### config.mk
export PLATFORM = sky130hd
export DESIGN_NAME = falling_box_gen
export DESIGN_NICKNAME = d
export VERILOG_FILES = /design/src/rtl/falling_box_pkg.sv /design/src/rtl/box_mover.sv /design/src/rtl/falling_box_gen.sv
export SDC_FILE = /design/constraint.sdc
export NUM_CORES = 1
export LEC_CHECK = 0
export CAP_MARGIN = 0
export CORE_MARGIN = 5
export CORE_UTILIZATION = 31
export DETAILED_ROUTE_END_ITERATION = 8
export PLACE_DENSITY_LB_ADDON = 0.1
export SLEW_MARGIN = 5
export SYNTH_ARGS = -nofsm -noshare
export SYNTH_HDL_FRONTEND = slang
export SYNTH_HIERARCHICAL = 1
export SYNTH_SLANG_ARGS = --single-unit
### constraint.sdc
create_clock -name CLK -period 4.9 [get_ports CLK]
set_clock_uncertainty 0.1 [all_clocks]
set_input_delay 0.98 -clock CLK [delete_from_list [all_inputs] [get_ports CLK]]
set_output_delay 0.98 -clock CLK [all_outputs]
set_load 0.02 [all_outputs]
### src/rtl/falling_box_pkg.sv
// Shared types, colour table and helpers for the falling box generator.
// Imported by falling_box_gen and box_mover.
package falling_box_pkg;

  typedef logic [5:0] rgb_t;

  localparam rgb_t BG_MID  = 6'b000011;
  localparam rgb_t BG_SIDE = 6'b110001;
  localparam int   MAX_BOXES = 8;

  function automatic rgb_t box_color(
    input logic [2:0] idx
  );
    rgb_t c;
    unique case (idx)
      3'd0: c = 6'b110100;
      3'd1: c = 6'b000100;
      3'd2: c = 6'b101101;
      3'd3: c = 6'b100101;
      3'd4: c = 6'b111000;
      3'd5: c = 6'b001111;
      3'd6: c = 6'b110011;
      3'd7: c = 6'b010110;
      default: c = '0;
    endcase
    return c;
  endfunction

  // Starting row of box idx: boxes spread evenly over the screen height.
  function automatic logic [9:0] init_row(
    input int idx,
    input int n,
    input int h
  );
    return 10'((idx * h) / n);
  endfunction

endpackage

### src/rtl/box_mover.sv
// One scrolling box: vertical position register with restart/pause/step/wrap,
// and a combinational hit test of the current scan position against the box.
// Ports: CLK, RST (async, high), tick, restart, pause, dir_up, speed,
//        Row, Col (scan position), hit (scan position lies inside this box).
module box_mover
  import falling_box_pkg::*;
#(
  parameter int SCREEN_H = 480,
  parameter int BOX_X0   = 51,
  parameter int BOX_X1   = 162,
  parameter int BOX_H    = 50,
  parameter int INIT_Y   = 0
) (
  input  logic       CLK,
  input  logic       RST,
  input  logic       tick,
  input  logic       restart,
  input  logic       pause,
  input  logic       dir_up,
  input  logic [1:0] speed,
  input  logic [9:0] Row,
  input  logic [9:0] Col,
  output logic       hit
);

  localparam logic [9:0]  Y0   = 10'(INIT_Y);
  localparam logic [10:0] H11  = 11'(SCREEN_H);
  localparam logic [10:0] X0   = 11'(BOX_X0);
  localparam logic [10:0] X1   = 11'(BOX_X1);
  localparam logic [10:0] BH11 = 11'(BOX_H);

  logic [9:0]  y;
  logic [10:0] yw;
  logic [10:0] step;
  logic [10:0] n_dn;
  logic [10:0] y_dn;
  logic [10:0] y_up;
  logic [10:0] row11;
  logic [10:0] col11;

  // 11-bit arithmetic keeps y+step and y+SCREEN_H clear of overflow.
  always_comb begin
    yw   = {1'b0, y};
    step = {9'd0, speed} + 11'd1;
    n_dn = yw + step;
    y_dn = (n_dn >= H11) ? n_dn - H11 : n_dn;
    y_up = (yw < step) ? yw + H11 - step : yw - step;
  end

  always_ff @(posedge CLK or posedge RST) begin
    if (RST) begin
      y <= Y0;
    end else if (restart) begin
      y <= Y0;
    end else if (tick && !pause) begin
      y <= dir_up ? y_up[9:0] : y_dn[9:0];
    end
  end

  // No wrap term: a box reaching past the last row is clipped there.
  always_comb begin
    row11 = {1'b0, Row};
    col11 = {1'b0, Col};
    hit   = (col11 >= X0) && (col11 <= X1)
         && (row11 >= yw) && (row11 < yw + BH11);
  end

endmodule

### src/rtl/falling_box_gen.sv
// VGA pattern source: NUM_BOXES boxes scroll in one column band over a
// three-band background. Ports: CLK, RST, Row, Col, display_on, pause,
// dir_up, speed, restart -> rgb_patterngen (registered), frame_tick.
module falling_box_gen
  import falling_box_pkg::*;
#(
  parameter int NUM_BOXES = 4,
  parameter int SCREEN_W  = 640,
  parameter int SCREEN_H  = 480,
  parameter int FRAME_ROW = 486,
  parameter int BOX_X0    = 51,
  parameter int BOX_X1    = 162,
  parameter int BOX_H     = 50
) (
  input  logic       CLK,
  input  logic       RST,
  input  logic [9:0] Row,
  input  logic [9:0] Col,
  input  logic       display_on,
  input  logic       pause,
  input  logic       dir_up,
  input  logic [1:0] speed,
  input  logic       restart,
  output logic [5:0] rgb_patterngen,
  output logic       frame_tick
);

  localparam logic [9:0]  FR10 = 10'(FRAME_ROW);
  localparam logic [10:0] W3   = 11'(SCREEN_W / 3);
  localparam logic [10:0] W23  = 11'((2 * SCREEN_W) / 3);

  logic [9:0]           row_q;
  logic [NUM_BOXES-1:0] hit;
  rgb_t                 pix;
  logic [10:0]          col11;

  // Tick on the first cycle Row sits at FRAME_ROW, however long it stays.
  always_ff @(posedge CLK or posedge RST) begin
    if (RST) begin
      row_q      <= '0;
      frame_tick <= 1'b0;
    end else begin
      row_q      <= Row;
      frame_tick <= (Row == FR10) && (row_q != FR10);
    end
  end

  for (genvar i = 0; i < NUM_BOXES; i++) begin : g_box
    box_mover #(
      .SCREEN_H (SCREEN_H),
      .BOX_X0   (BOX_X0),
      .BOX_X1   (BOX_X1),
      .BOX_H    (BOX_H),
      .INIT_Y   (int'(init_row(i, NUM_BOXES, SCREEN_H)))
    ) u_box (
      .CLK     (CLK),
      .RST     (RST),
      .tick    (frame_tick),
      .restart (restart),
      .pause   (pause),
      .dir_up  (dir_up),
      .speed   (speed),
      .Row     (Row),
      .Col     (Col),
      .hit     (hit[i])
    );
  end

  // Walk from the highest index down so the lowest hit box wins.
  always_comb begin
    col11 = {1'b0, Col};
    pix   = BG_SIDE;
    if ((col11 >= W3) && (col11 < W23)) begin
      pix = BG_MID;
    end
    for (int i = NUM_BOXES - 1; i >= 0; i--) begin
      if (hit[i]) begin
        pix = box_color(3'(i));
      end
    end
    if (!display_on) begin
      pix = '0;
    end
  end

  always_ff @(posedge CLK or posedge RST) begin
    if (RST) begin
      rgb_patterngen <= '0;
    end else begin
      rgb_patterngen <= pix;
    end
  end

endmodule

==> Word level (Yosys, flattened, before mapping) <==
Index checks and enable logic that the tools add are counted.
{ "word_totals": {"regBits": 57, "output_inout_bits": 7, "elab_cells": 94} }
{ "classes": {"add_sub_neg": 25, "order_cmp": 20, "n_eq_ne": 2, "mux": 26, "n_reduce_logical": 14} }
{ "op_table": {"columns": ["cell", "n"], "rows": [
  ["2-to-1 mux 10 bit", 20],
  ["less-than comparator 10 x 11 -> 1 bit", 8],
  ["subtractor 10 bit", 8],
  ["adder 10 x 3 -> 11 bit", 4],
  ["adder 10 x 6 -> 11 bit, second input constant", 4],
  ["greater-or-equal comparator 11 x 9 -> 1 bit, second input constant", 4],
  ["adder 10 x 9 -> 10 bit, second input constant", 4],
  ["greater-or-equal comparator 10 bit", 4],
  ["subtractor 10 x 9 -> 10 bit, second input constant", 4],
  ["2-to-1 mux 6 bit", 6],
  ["logical AND 1 bit", 12],
  ["== test 10 x 9 -> 1 bit, second input constant", 1],
  ["greater-or-equal comparator 10 x 6 -> 1 bit, second input constant", 1],
  ["greater-or-equal comparator 10 x 8 -> 1 bit, second input constant", 1],
  ["less-or-equal comparator 10 x 8 -> 1 bit, second input constant", 1],
  ["less-than comparator 10 x 9 -> 1 bit, second input constant", 1],
  ["!= test 10 x 9 -> 1 bit, second input constant", 1],
  ["adder 2 x 1 -> 3 bit, second input constant", 1],
  ["nonzero test 2 bit", 1],
  ["zero test 1 bit", 1]
]} }

==> Logic depth before layout (Yosys ltp) <==
{ "logic_depth": {"ltp_word": 9, "mapped_depth": 15, "mapped_depth_nobuf": 14} }

==> Hierarchy <==
The synthesis kept the hierarchy.
{ "modules_own_cells": {"columns": ["module", "instances", "cells_per_inst", "area_each_um2", "seq_area_each_um2"], "rows": [
  ["box_mover (g_box[2].u_box)", 1, 275, 2307.2, 255.2],
  ["box_mover (g_box[1].u_box)", 1, 267, 2188.3, 255.2],
  ["box_mover (g_box[0].u_box)", 1, 269, 2122.0, 250.2],
  ["box_mover (g_box[3].u_box)", 1, 254, 2077.0, 255.2],
  ["falling_box_gen", 1, 49, 638.1, 425.4]
]} }

==> Worst setup path after synthesis <==
OpenSTA, ideal clock, no wires.
{ "synth_path": {"path_type": "input-to-reg", "start": "in speed[0]", "end": "reg g_box[2].u_box.y[5]", "setup_time_ps": 83, "arrival_ps": 3812, "slack_ps": 905, "path_stages": 12, "n_path_buf": 0, "cell_sequence": "ha_1 ha_1 a211oi_2 nor4_1 or2_2 ha_1 or2_2 o22ai_1 o21bai_2 xor2_2 a21o_2 a221o_1"} }
{ "synth_via": {"elab_chain_len": 7, "elab_cells_between_ends": 12} }
{ "synth_rtl": {"columns": ["element", "line_no", "text"], "rows": [
  ["start, declared", "falling_box_gen.sv:22", "input logic [1:0] speed,"],
  ["adder 2 x 1 -> 3 bit (*)", "box_mover.sv:44", "step = {9'd0, speed} + 11'd1;"],
  ["adder 10 x 3 -> 11 bit", "box_mover.sv:45", "n_dn = yw + step;"],
  ["subtractor 10 x 9 -> 10 bit / greater-or-equal comparator 11 x 9 -> 1 bit (equally long branches)", "box_mover.sv:46", "y_dn = (n_dn >= H11) ? n_dn - H11 : n_dn;"],
  ["2-to-1 mux 10 bit", "box_mover.sv:46", null],
  ["2-to-1 mux 10 bit (*)", "box_mover.sv:56", "y <= dir_up ? y_up[9:0] : y_dn[9:0];"],
  ["2-to-1 mux 10 bit (*)", "box_mover.sv:55", "end else if (tick && !pause) begin"],
  ["2-to-1 mux 10 bit (*)", "box_mover.sv:53", "end else if (restart) begin"],
  ["end signal, assigned", "box_mover.sv:56", null],
  ["end, declared", "box_mover.sv:32", "logic [9:0] y;"]
]} }
Mark *: on every way between the ends. The rest lies on a longest branch, timed or not. The select of a mux whose other input is x is not followed.
A chain may end at the register's enable or synchronous reset.

==> Worst setup path after layout <==
Ends and elaborated chain as after synthesis.

==> results.yml <==
die:
  fp.dieW_um: 184
  die_area_um2: 33700
  initial_core_util: 0.314
  io-pin-count: 35
  die_y_um: 184
  rows: 63
  core_area_um2: 29700
timing:
  slew_headroom: 0.382
  setup_viol: 0
  layout_setup_ws_ps: 392
  fmax_ghz: 0.222
  drv_slew: 0
  hold_viol: 0
  min_period_over_period: 0.920
  layout_min_cycle_time_ps: 4510
  rsz0062_at_grt: "false"
  holdWs_ps: 418
  tightest_slew_ps: 925
worst_setup_path:
  critPathLaunch: "speed[0]"
  crit_fanout: 6
  worstSetupEndpointType: "flip-flop"
  r2r_cells: 14
  r2r-end: "rgb_patterngen[1]"
  crit_path_start_kind: "primary input"
  required_ps: 5070
  crit_end: "g_box[2].u_box/y[5]"
  regToRegStartpoint: "g_box[1].u_box/y[4]"
  timing.reg2reg.setup_slack_ps: 1180
  path_class: "in2reg"
  crit_arrival_ps: 4680
place:
  port_buffers: 34
  hpwl_mm: 22.2
  place.gp.congestion: 0.815
  dpl_worst_slack_ps: -16.1
  place_inst: 1533
synthesis:
  syn_avg_cell_area_um2: 8.38
  synth_cell_types: 113
  post-synth-top-count-cell: "ha_1"
  synth_commonest_cells: "ha_1 (152), inv_1 (101), nand2_1 (71)"
  synth_flop_cell: "dfrtp_1"
  synth_warnings: 6
  synth_area_um2: 9330
  synth_nets: 1310
  synth_top_area_share: 0.204
  ys_seq_elements: 57
  yosysTopAreaCell: "ha_1"
  synthArstFlopShare: 1.00
  syn_inst: 1114
  ys_seq_area_frac: 0.154
  synthTopCellsByArea: "ha_1 (20%), dfrtp_1 (12%), xnor2_1 (5.5%), inv_1 (4.1%), a21oi_1 (3.5%)"
  synth_edf_count: 0
power:
  leakage_nw: 4.37
  switchingPower_uw: 445
  switching_share: 0.280
  p_seq_frac: 0.303
  clkPwrFrac: 0.506
  power_density_nw_per_um2: 151
  pwr-share-comb: 0.191
  p_total_mw: 1.59
  vdd_drop_max_uv: 122
  p_int_mw: 1.14
clock_tree:
  cts_tree: "done"
  clk_path_buf_depth: 2
  hold_buffers: 0
  ctsRootBufferMaster: "clkbuf_16"
  clk-insertion-delay-late_ps: 350
  htreeDepth: 3
  cts.sinks: 57
  post_cts_resized: 0
  post-cts-setup-buffers: 0
  clkTransAtPathRegs_ps: 60
  cts_made_buffers: 9
finish:
  final_cells: 1549
  drive_gt1_frac: 0.117
  nets: 1350
  diodes: 0
  fill_cells: 3113
  regArea_um2: 1440
  multi_input_area_um2: 7240
  post-route-util: 0.354
  area_growth_pct: 12.8
routing:
  first_iter_violations: 386
  ant_nets: 0
  first_pass_iters: 5
  drt_wl_total_mm: 28.3
  vias_per_cell: 5.32
  post_drt_wl_per_cell_um: 18.3
  drc: 0
  vias: 8248
hold_path:
  hold_class: "reg2reg"
  hp-start: "row_q[4]"
grt:
  grt_max_degree: 29
  grt_pass1_wl_mm: 46.9
  grt_pass1_vias: 8427
  grt-ovfl-total: 0
  antenna_found_initial: 0
  grt_usage: 0.172
outcome:
  status: "finished clean"
job:
  max_cap_viol_count: 0
-- sequential cells by signal, summed over array words and instances (netlist names) --
register and count:
row_q 10, g_box.u_box/y 40, frame_tick 1, rgb_patterngen 6
-- power groups by stage --
| stage | registers (mW) | logic (mW) | clock network (mW) |
|---|---|---|---|
| 2_1_floorplan | 0.492 | 0.175 | 0 |
| 3_3_place_gp | 0.489 | 0.307 | 0 |
| 3_5_place_dp | 0.489 | 0.308 | 0 |
| 4_1_cts | 0.480 | 0.310 | 0.823 |
| 5_1_grt | 0.481 | 0.344 | 0.844 |
| 6_report | 0.480 | 0.303 | 0.804 |
-- worst min-delay path by stage --
stage / end / slack (ps) / cells past startpoint
floorplan: frame_tick / 380 / 2
detailed placement: frame_tick / 410 / 2
CTS: frame_tick / 420 / 2
global route: frame_tick / 490 / 2
global placement: frame_tick / 400 / 2
finish: frame_tick / 420 / 2
-- routing by layer --
layer  part of all wire  wire (µm)  up-vias  track usage
met5                  0          0        -            0
met4              0.011        317        0       0.0334
met3              0.024        685       18       0.0226
met2               0.48      13600      123        0.292
met1               0.48      13700     3958        0.237
li1                   -          -     4149            -
-- worst max-delay path, stage by stage --
cell             delay, ps
clkdlybuf4s50_1        660
ha_1                   470
ha_1                   330
a211oi_2               410
nor4_1                 120
or2_2                  290
ha_1                   190
or2_2                  270
o22ai_1                170
o21bai_2               130
xor2_2                 170
a21o_2                 220
a221o_1                280
-- layout make-up --
type,instances,area share
repair buffers,66,0.0559
clock inverters,4,0.00927
flip-flops and latches,57,0.137
clock buffers,12,0.0253
well taps,390,0.0464
multi-input cells,912,0.688
inverters,108,0.0385
-- stage by stage --
stage	TNS, ps	area (µm²)
2_1_floorplan	0	9330
3_3_place_gp	0	10200
3_5_place_dp	-16.1	10200
4_1_cts	0	10500
5_1_grt	0	10500
6_report	0	10500
-- logic make-up after synthesis --
family / Yosys count / share of synthesized area
and+or+nand+nor: 338 / 0.208
adders and majority gates: 168 / 0.238
buffers and inverters: 145 / 0.0701
muxes: 11 / 0.0122
AOI/OAI and AO/OA: 325 / 0.246
DFF: 57 / 0.154
xor gates and xnor gates: 70 / 0.0705
-- cells in the final DEF (no fill, tap or decap), drive strengths merged, types with 9 or more instances in the layout --
master,n
dfstp,12
dfrtp,45
nor4,15
o22ai,11
a21oi,67
and3,12
o21a,10
nor3b,9
nand2b,18
nand4,12
nor2,58
nand2,71
a211oi,25
mux2i,11
inv,107
or3,10
clkdlybuf4s50,33
nor3,21
fa,16
o31ai,9
buf,33
or2,10
o211ai,15
ha,152
nor2b,27
nand3,35
a21o,16
o21ai,76
clkbuf,12
xnor2,64
o21bai,9
a31oi,18
No activity file was read; power rests on OpenSTA's default activity.
